### src/rtl/tank_motion_ctl.sv
// -----------------------------------------------------------------------------
// tank_motion_ctl
//
// Purpose:
//   Per-frame position scheduler for the tank sprite path. On each rising edge
//   of vertical blank it runs a short four-state sequence
//   (IDLE -> CALC -> CLAMP -> COMMIT). The sequence produces the tank's next
//   top-left position and move direction. All outputs are registered and only
//   change in COMMIT, so the draw stage never sees a position change
//   mid-frame.
//
//   Local mode (SelectMode=0): keyboard levels move the tank by STEP pixels
//   per frame. Priority is up > down > left > right, one axis per frame.
//   Remote mode (SelectMode=1): a one-entry pending buffer fed by a
//   valid/ready link supplies absolute coordinates. If the buffer is empty,
//   the position is held.
//
// Optional feature (compile-time macro TANK_MOTION_ACCEL_EN):
//   When defined, a 4-bit hold counter tracks consecutive frames that use the
//   same direction key. Once the counter saturates at 15, the step doubles.
//   When undefined, the step is always STEP.
//
// Ports:
//   clk           in   pixel clock
//   rst           in   synchronous active-high reset
//   vblnk         in   vertical blank from timing chain
//   SelectMode    in   0 = local keyboard, 1 = remote
//   key_up/down/left/right  in  move requests (levels)
//   remote_x/y    in   [9:0] remote coordinates
//   remote_valid  in   remote coordinate valid
//   remote_ready  out  remote coordinate accepted when valid && ready
//   xpos/ypos     out  [11:0] tank position
//   dir           out  [1:0] last move direction: 0 up, 1 down, 2 left, 3 right
//   Select_out    out  SelectMode latched at commit
//   frame_done    out  one-cycle pulse after a new position is committed
// -----------------------------------------------------------------------------
module tank_motion_ctl #(
    parameter int X_INIT = 100,
    parameter int Y_INIT = 400,
    parameter int STEP   = 2,
    parameter int X_MAX  = 800,
    parameter int Y_MAX  = 600,
    parameter int TANK_W = 64,
    parameter int TANK_H = 48
) (
    input  logic        clk,
    input  logic        rst,
    input  logic        vblnk,
    input  logic        SelectMode,
    input  logic        key_up,
    input  logic        key_down,
    input  logic        key_left,
    input  logic        key_right,
    input  logic [9:0]  remote_x,
    input  logic [9:0]  remote_y,
    input  logic        remote_valid,
    output logic        remote_ready,
    output logic [11:0] xpos,
    output logic [11:0] ypos,
    output logic [1:0]  dir,
    output logic        Select_out,
    output logic        frame_done
);

    // Highest legal top-left coordinate on each axis.
    localparam logic [11:0] X_LIM   = 12'(X_MAX - TANK_W);
    localparam logic [11:0] Y_LIM   = 12'(Y_MAX - TANK_H);
    localparam logic [11:0] X_RST   = 12'(X_INIT);
    localparam logic [11:0] Y_RST   = 12'(Y_INIT);
    localparam logic [11:0] STEP_1X = 12'(STEP);
`ifdef TANK_MOTION_ACCEL_EN
    localparam logic [11:0] STEP_2X = 12'(2 * STEP);
`endif

    localparam logic [1:0] DIR_UP    = 2'd0;
    localparam logic [1:0] DIR_DOWN  = 2'd1;
    localparam logic [1:0] DIR_LEFT  = 2'd2;
    localparam logic [1:0] DIR_RIGHT = 2'd3;

    typedef enum logic [1:0] {
        S_IDLE,
        S_CALC,
        S_CLAMP,
        S_COMMIT
    } state_t;

    state_t      r_state;
    logic        r_vblnk_q;

    // Committed (output) state
    logic [11:0] r_xpos;
    logic [11:0] r_ypos;
    logic [1:0]  r_dir;
    logic        r_sel_out;
    logic        r_frame_done;

    // One-entry remote coordinate buffer
    logic        r_pend_full;
    logic [9:0]  r_pend_x;
    logic [9:0]  r_pend_y;

    // Candidate carried from CALC through CLAMP to COMMIT
    logic [11:0] r_cand_x;
    logic [11:0] r_cand_y;
    logic [1:0]  r_cand_dir;
    logic        r_cand_hit;   // a local key moved the tank this frame
    logic        r_cand_sel;

`ifdef TANK_MOTION_ACCEL_EN
    logic [3:0]  r_hold_cnt;
    logic [1:0]  r_prev_dir;
    logic        r_prev_hit;
`endif

    logic        w_frame_start;
    logic        w_ready;
    logic        w_accept;
    logic        w_key_hit;
    logic [1:0]  w_key_dir;
    logic [11:0] w_step;
    logic [11:0] w_cand_x;
    logic [11:0] w_cand_y;

    assign w_frame_start = vblnk && !r_vblnk_q;
    // Ready stays low in COMMIT, so an accept can never race the buffer clear.
    assign w_ready       = !r_pend_full && (r_state != S_COMMIT);
    assign w_accept      = remote_valid && w_ready;

    assign w_key_hit = key_up || key_down || key_left || key_right;

    always_comb begin
        w_key_dir = DIR_RIGHT;
        if (key_up)
            w_key_dir = DIR_UP;
        else if (key_down)
            w_key_dir = DIR_DOWN;
        else if (key_left)
            w_key_dir = DIR_LEFT;
    end

`ifdef TANK_MOTION_ACCEL_EN
    assign w_step = (r_hold_cnt == 4'd15) ? STEP_2X : STEP_1X;
`else
    assign w_step = STEP_1X;
`endif

    // Unclamped candidate for the current frame. Subtraction floors at zero
    // instead of wrapping; addition overflow is handled by the CLAMP stage.
    always_comb begin
        w_cand_x = r_xpos;
        w_cand_y = r_ypos;
        if (SelectMode) begin
            if (r_pend_full) begin
                w_cand_x = {2'b00, r_pend_x};
                w_cand_y = {2'b00, r_pend_y};
            end
        end else if (w_key_hit) begin
            case (w_key_dir)
                DIR_UP:    w_cand_y = (r_ypos < w_step) ? 12'd0 : (r_ypos - w_step);
                DIR_DOWN:  w_cand_y = r_ypos + w_step;
                DIR_LEFT:  w_cand_x = (r_xpos < w_step) ? 12'd0 : (r_xpos - w_step);
                default:   w_cand_x = r_xpos + w_step;
            endcase
        end
    end

    always_ff @(posedge clk) begin
        if (rst) begin
            r_state      <= S_IDLE;
            r_vblnk_q    <= 1'b0;
            r_xpos       <= X_RST;
            r_ypos       <= Y_RST;
            r_dir        <= DIR_UP;
            r_sel_out    <= 1'b0;
            r_frame_done <= 1'b0;
            r_pend_full  <= 1'b0;
            r_pend_x     <= 10'd0;
            r_pend_y     <= 10'd0;
            r_cand_x     <= X_RST;
            r_cand_y     <= Y_RST;
            r_cand_dir   <= DIR_UP;
            r_cand_hit   <= 1'b0;
            r_cand_sel   <= 1'b0;
`ifdef TANK_MOTION_ACCEL_EN
            r_hold_cnt   <= 4'd0;
            r_prev_dir   <= DIR_UP;
            r_prev_hit   <= 1'b0;
`endif
        end else begin
            r_vblnk_q    <= vblnk;
            r_frame_done <= 1'b0;

            if (w_accept) begin
                r_pend_full <= 1'b1;
                r_pend_x    <= remote_x;
                r_pend_y    <= remote_y;
            end

            case (r_state)
                S_IDLE: begin
                    if (w_frame_start)
                        r_state <= S_CALC;
                end

                S_CALC: begin
                    r_cand_x   <= w_cand_x;
                    r_cand_y   <= w_cand_y;
                    r_cand_dir <= w_key_dir;
                    r_cand_hit <= !SelectMode && w_key_hit;
                    r_cand_sel <= SelectMode;
                    r_state    <= S_CLAMP;
                end

                S_CLAMP: begin
                    if (r_cand_x > X_LIM)
                        r_cand_x <= X_LIM;
                    if (r_cand_y > Y_LIM)
                        r_cand_y <= Y_LIM;
                    r_state <= S_COMMIT;
                end

                S_COMMIT: begin
                    r_xpos       <= r_cand_x;
                    r_ypos       <= r_cand_y;
                    r_sel_out    <= r_cand_sel;
                    r_frame_done <= 1'b1;
                    if (r_cand_hit)
                        r_dir <= r_cand_dir;
                    // Consumed in remote mode, stale in local mode: either
                    // way the entry is gone after this frame.
                    r_pend_full  <= 1'b0;
`ifdef TANK_MOTION_ACCEL_EN
                    if (r_cand_hit) begin
                        if (r_prev_hit && (r_prev_dir == r_cand_dir)) begin
                            if (r_hold_cnt != 4'd15)
                                r_hold_cnt <= r_hold_cnt + 4'd1;
                        end else begin
                            r_hold_cnt <= 4'd0;
                        end
                        r_prev_hit <= 1'b1;
                        r_prev_dir <= r_cand_dir;
                    end else begin
                        // Key release or remote mode breaks the streak.
                        r_hold_cnt <= 4'd0;
                        r_prev_hit <= 1'b0;
                    end
`endif
                    r_state <= S_IDLE;
                end

                default: r_state <= S_IDLE;
            endcase
        end
    end

    assign remote_ready = w_ready;
    assign xpos         = r_xpos;
    assign ypos         = r_ypos;
    assign dir          = r_dir;
    assign Select_out   = r_sel_out;
    assign frame_done   = r_frame_done;

endmodule

### config.mk
export PLATFORM = sky130hd
export DESIGN_NAME = tank_motion_ctl
export DESIGN_NICKNAME = d
export VERILOG_FILES = /design/src/rtl/tank_motion_ctl.sv
export SDC_FILE = /design/constraint.sdc
export NUM_CORES = 1
export LEC_CHECK = 0
export ABC_AREA = 1
export CAP_MARGIN = 0
export CORE_MARGIN = 1
export CORE_UTILIZATION = 55
export CTS_CLUSTER_DIAMETER = 80
export DETAILED_ROUTE_END_ITERATION = 7
export GPL_TIMING_DRIVEN = 0
export PLACE_DENSITY = 0.84
export SLEW_MARGIN = 10
export SYNTH_ARGS = -nofsm -noshare
export SYNTH_HDL_FRONTEND = slang
export SYNTH_SLANG_ARGS = --single-unit
### constraint.sdc
create_clock -name clk -period 2.2 [get_ports clk]
set_input_delay 0.44 -clock clk [delete_from_list [all_inputs] [get_ports clk]]
set_output_delay 0.44 -clock clk [all_outputs]
set_load 0.01 [all_outputs]
==> run metrics, run 1 <==
worst setup margin=-0.0358 ns; total vias in the final route=5244; logic gate share of total power=0.343; power share of the clock group=0.255; Buf/Inv on CP=2; initial DRC count=694; gr ovfl total=0; RR Startpoint=r_state[0]; average size of a mapped cell=6.60 µm²; CTS Sinks=80; DRT Wirelength=15000 µm; Hold WS=0.482 ns; final hold vios=0; final net count=821; global-route wire length before repair=23600 µm; P_sw=roughly 1800 µW; Yosys top cell area share=0.338; slowest stage cell, crit path=nor2_1; Critical Path Stages=5; # fillers=757; vias in the first global route=4694; CTS tree=yes; number of remaining DRC errors=0; Reg clk slew, reported paths=0.08 ns; multi-input logic area=~0.0026 mm²; part of the Yosys area used for sequential elements=0.338; min Tclk post-route=between 2 and 2.5 ns; pre-CTS WS=-0.148 ns; die height=94.8 µm; max frequency=447 MHz; # hold bufs at CTS=0; Clock Latency Late Sink=0.36 ns; layout cells sized above 1=0.0775; total power=4770 µW; Starting Density=0.573; Synth area leaders=dfxtp_1 (34%), nand2_1 (12%), o21ai_0 (7.6%); FP Rows=33; die area=0.00898 mm²; cell count after synthesis=slightly above 700; crit end category=register; GRT Util Overall=0.346; wire length per cell=16.8 µm; top_reg_cell synth=dfxtp_1; LEAKAGE=between 0.002 and 0.0025 µW; post-cts resize count=0; Setup-failing EPs final=1; delay-heaviest family, CP=buffers and inverters; #FFs+latches synth=80; routability cong.=0.941; worst setup path end=xpos[9]; Tightest Pin Transition=0.797 ns; largest area contributor in the netlist=dfxtp_1; HPWL Detailed=~11000 µm; reg2reg end=xpos[9]; YS warnings=0; Cell Count, Final, Fillers Out=around 890; max-slew violation count=0; CTS Buf Count=9; Die W=94.8 µm; pwr/cell area=846 mW/mm²; Max Cap Violations=0; syn nets=755; Core ar.=between 0.008 and 0.009 mm²; CP Data Required Time=2.47 ns; initial antenna violation count=0; Root Buffer=clkbuf_8; Post-CTS Setup Bufs=0; crit path DAT=between 2 and 3 ns; Slew HR=0.469; violated checks=setup timing; RSZ-0062 raised after global routing=no; min-delay worst type=reg2reg; reg2reg path depth=5; I/O Buffers=55; clock buffer depth=2; Crit Path Max Fanout=10; first-pass detailed-route iteration total=7; Switching Share=0.375; Setup Crit Path Kind=reg2reg; H-tree depth=3; area grow syn2layout=19.2%; status=finished, violations left; ys async rst share=0; crit-path max cell delay=0.62 ns; Post-Syn Area=0.00473 mm²; vias per std cell=5.88; Reg area=0.00160 mm²; Worst Setup SP=r_state[0]; Post-synth EDFFs=0; placed insts=877; post-route clock period utilization=1.02; r2r setup slk=-0.04 ns; critical-path cell list=ha_1 -> nor2_1 -> inv_2 -> clkbuf_1 -> o22ai_1; CP Launch Type=register; pin count of the biggest net entering global routing=13; clk_skew=0.00739 ns; peak supply drop=0.637 mV; num ports=58; DRT antenna net count=0; n_diodes=0; synth unique cells=43; sequential power share=0.402; Internal Pwr Total=2980 µW
worst min-delay path by stage:
stage | from | end | slack, ns | cells after the start
finish | dir[1] | dir[1] | 0.48 | 2
CTS | r_cand_y[8] | r_cand_y[8] | 0.48 | 2
global placement | r_cand_y[8] | r_cand_y[8] | 0.46 | 2
floorplan | r_cand_sel | Select_out | 0.44 | 1
detailed placement | r_cand_y[8] | r_cand_y[8] | 0.46 | 2
global route | r_cand_sel | Select_out | 0.51 | 1
power groups by stage:
stage	Clock (µW)	Combinational (µW)	Sequential [µW]
after floorplan	0	1120	1890
after CTS	1200	1590	1910
after detailed placement	0	1570	1940
after global routing	1280	1820	1950
final	1210	1640	1920
after global placement	0	1520	1930
worst register-to-register path, delay by kind of cell (launching register included):
family | cells | cell delay [ns]
simple gates | 1 | 0.63
fa+ha+maj | 1 | 0.27
compound gates | 1 | 0.27
buf+inv | 2 | 0.65
flops | 1 | 0.34
sequential cells by signal, indices dropped and copies added, names as in the netlist:
| name | flops |
|---|---|
| Select_out | 1 |
| dir | 2 |
| frame_done | 1 |
| r_cand_dir | 2 |
| r_cand_hit | 1 |
| r_cand_sel | 1 |
| r_cand_x | 12 |
| r_cand_y | 12 |
| r_pend_full | 1 |
| r_pend_x | 10 |
| r_pend_y | 10 |
| r_state | 2 |
| r_vblnk_q | 1 |
| xpos | 12 |
| ypos | 12 |
cell usage after synthesis (4+ instances only):
cell / number
buf_2: 11
inv_1: 65
o211ai_1: 4
nor2_4: 6
o21ai_0: 72
nor3_1: 4
a22oi_1: 5
ha_1: 9
nor2_1: 88
xor2_1: 11
a21oi_1: 63
o22ai_1: 11
a21oi_2: 4
dfxtp_1: 80
nand2_1: 154
nand4_1: 12
clkbuf_1: 16
nand3_1: 59
placed cells by master (no fill, tap or decap), types with 12 or more instances in the layout:
cell type,Yosys,routed
inv_1,65,65
nand2_1,154,154
clkbuf_1,16,17
a21oi_1,63,63
nand4_1,12,12
nor2_1,88,87
dfxtp_1,80,80
o21ai_0,72,72
nand3_1,59,59
clkdlybuf4s50_1,0,55
metrics by stage:
step	util	TNS, ns	instance area [µm²]
3_3_place_gp	0.656	-0.834	5420
2_1_floorplan	-	0	4730
4_1_cts	0.683	0	5640
3_5_place_dp	0.656	-1.80	5420
6_report	0.683	-0.0358	5640
5_1_grt	0.683	0	5640
final cells by class:
cell class,instances,share of cell area
clock inverters,3,0.0115
inverters,72,0.0523
repair buffers,55,0.0976
flip-flops and latches,80,0.284
plain buffers,37,0.0348
clock buffers,12,0.0275
multi-input cells,528,0.469
well taps,105,0.0233
metal layers:
layer / GRT usage / share of wire / wire (µm)
met5: 0 / 0 / 0
met4: 0.138 / 0.027 / 405
met1: 0.470 / 0.42 / 6260
met2: 0.541 / 0.44 / 6650
met3: 0.0612 / 0.11 / 1660
cell families (layout without fill, tap and decap cells):
| family | Yosys count | in the layout | synth area share |
|---|---|---|---|
| and+or+nand+nor | 331 | 331 | 0.304 |
| AOI/OAI and AO/OA | 175 | 175 | 0.207 |
| buffers and inverters | 109 | 179 | 0.103 |
| DFF | 80 | 80 | 0.338 |
| xor gates and xnor gates | 13 | 13 | 0.0240 |
| adders and majority gates | 9 | 9 | 0.0238 |
Note: power is estimated with default switching activity, not from simulation.
==> inputs of run 2 (changes only) <==
--- a/config.mk
+++ b/config.mk
@@ -11,8 +11,9 @@
 export CORE_UTILIZATION = 55
 export CTS_CLUSTER_DIAMETER = 80
 export DETAILED_ROUTE_END_ITERATION = 7
+export DONT_BUFFER_PORTS = 1
 export GPL_TIMING_DRIVEN = 0
-export PLACE_DENSITY = 0.84
+export PLACE_DENSITY = 0.75
 export SLEW_MARGIN = 10
 export SYNTH_ARGS = -nofsm -noshare
 export SYNTH_HDL_FRONTEND = slang
==> run 2 against run 1 <==
Compared with the run above:
- the run now ends clean
- critical path depth grew 3
- non-clock buffer count decreased by 55
- clock power is 17% lower
- sequential share of layout area up 3.3 points
- sequential power barely moved
- register-to-register slack gained 0.18 ns
- global-route usage is 1.9 points lower
- combinational power fell by 8%
- clock-buffer cell count is 2 lower
- clock skew is 0.0060 ns higher
- flip-flop and latch count is the same
- worst setup slack improved by 0.18 ns
==> run metrics, run 2 (same netlist as run 1, synthesis figures left out) <==
Starting Density=0.573 (unchanged); routability cong.=0.931 (-1.0%); clk_skew=0.0134 ns (+0.00601 ns); worst setup margin=0.141 ns (+0.177 ns); pwr/cell area=879 mW/mm² (+4.0%); FP Rows=33 (unchanged); max-slew violation count=0 (unchanged); HPWL Detailed=10500 µm (-4.6%); Crit Path Max Fanout=8 (-2); num ports=58 (unchanged); first-pass detailed-route iteration total=6 (-1); die height=94.8 µm (unchanged); layout cells sized above 1=0.0859 (+0.00844); total vias in the final route=4891 (-6.7%); CP Launch Type=register; Core ar.=0.00826 mm² (unchanged); DRT antenna net count=0 (unchanged); Die W=94.8 µm (unchanged); Fin Setup TNS=0 ns (+0.0358 ns); most common cell after layout, fill and taps aside=nand2_1; Root Buffer=clkbuf_8; peak supply drop=0.680 mV (+6.8%); min-delay worst type=in2reg; Buf/Inv on CP=3 (+1); Setup-failing EPs final=0 (-1); gr ovfl total=0 (unchanged); wire length per cell=16.7 µm (-0.56%); GRT Util Overall=0.327 (-0.0191); min Tclk post-route=2.06 ns (-0.177 ns); hold depth=2 (unchanged); crit-path max cell delay=0.37 ns (-0.25 ns); delay-heaviest family, CP=simple AND/OR/NAND/NOR gates; final net count=766 (-6.7%); post-route clock period utilization=0.936 (-0.0803); vias per std cell=5.84 (-0.72%); crit path DAT=2.28 ns (-0.22 ns); Setup Crit Path Kind=reg2reg; max frequency=486 MHz (+8.6%); initial antenna violation count=0 (unchanged); vias in the first global route=4402 (-6.2%); initial DRC count=596 (-14%); reg2reg path depth=8 (+3); LEAKAGE=0.00206 µW (-10%); Slew HR=0.496 (+0.0270); Hold Startpoint=vblnk; pre-CTS WS=-0.123 ns (+0.0245 ns); clock buffer depth=2 (unchanged); Tightest Pin Transition=0.757 ns (-0.0404 ns); Post-CTS Setup Bufs=0 (unchanged); RSZ-0062 raised after global routing=no; number of remaining DRC errors=0 (unchanged); Reg clk slew, reported paths=0.09 ns (about the same); CTS Sinks=80 (unchanged); area grow syn2layout=6.74%; hold worst-path end=r_vblnk_q; CTS tree=yes; I/O Buffers=0 (-100%); # fillers=798 (+5.4%); CTS Buf Count=9 (unchanged); RR Startpoint=r_state[0]; final hold vios=0 (unchanged); pin count of the biggest net entering global routing=16 (+3); most frequent cells in the layout=nand2_1 (154), nor2_1 (86), dfxtp_1 (80); crit end category=register; Clock Latency Late Sink=0.36 ns (about the same); slowest stage cell, crit path=dfxtp_1; Max Cap Violations=0 (unchanged); die area=0.00898 mm² (unchanged); CP Data Required Time=2.42 ns (-0.05 ns); DRT Wirelength=14000 µm (-6.6%); global-route wire length before repair=22300 µm (-5.5%); r2r setup slk=0.14 ns (+0.18 ns); reg2reg end=r_cand_y[6]; status=completed; H-tree depth=3 (unchanged); critical-path cell list=inv_1 -> ha_1 -> nor2_4 -> clkinvlp_4 -> nand2_1 -> inv_1 -> nand2_1 -> a21oi_1; n_diodes=0 (unchanged)
run 2: final cells by class:
cell class / count / area [µm²] / area share
tap: 105 / 131 / 0.0260
buffer: 37 / 196 / 0.0389
clock buffer: 10 / 128 / 0.0253
inverter: 72 / 295 / 0.0584
multi-input combinational: 528 / 2650 / 0.524
sequential: 80 / 1600 / 0.317
clock inverter: 6 / 51.3 / 0.0102
run 2: repair_timing:
action | 4_1_cts | 5_1_grt
endpoints found under the setup margin | 0 | 20
hold buffers | 0 | 0
gates resized for setup | 0 | 3
run 2: power breakdown:
group	internal (µW)	switching, µW	leakage [µW]
logic	477	1030	0.00132
registers	1730	195	0.000654
clock network	424	589	0.0000875
total	2630	1820	0.00206
run 2: stage by stage:
step	instances	power [µW]	utilization	cell area [µm²]	hold WS (ns)
detailed placement	822	3410	0.589	4870	0.455
global placement	822	3360	0.589	4870	0.455
finish	838	4440	0.612	5050	0.198
floorplan	717	3010	-	4730	0.437
CTS	838	4400	0.611	5040	0.193
global route	838	4730	0.612	5050	0.205
run 2: how the worst max path moves through the flow:
stage	start	end	slack, ns	depth (start not counted)
finish	r_state[0]	r_cand_y[6]	0.14	8
global route	xpos[1]	r_cand_x[11]	0.01	13
CTS	r_state[0]	xpos[8]	0.08	5
detailed placement	rst	xpos[8]	-0.12	5
global placement	rst	ypos[9]	-0.12	5
floorplan	xpos[1]	r_cand_x[11]	0.58	13
run 2: metal layers:
layer  vias to the layer above  share of wire  track usage
li1                       2387              -            -
met1                      2207           0.44        0.468
met2                       274           0.43        0.486
met3                        23           0.11       0.0604
met4                         0          0.019        0.117
met5                         -              0            0
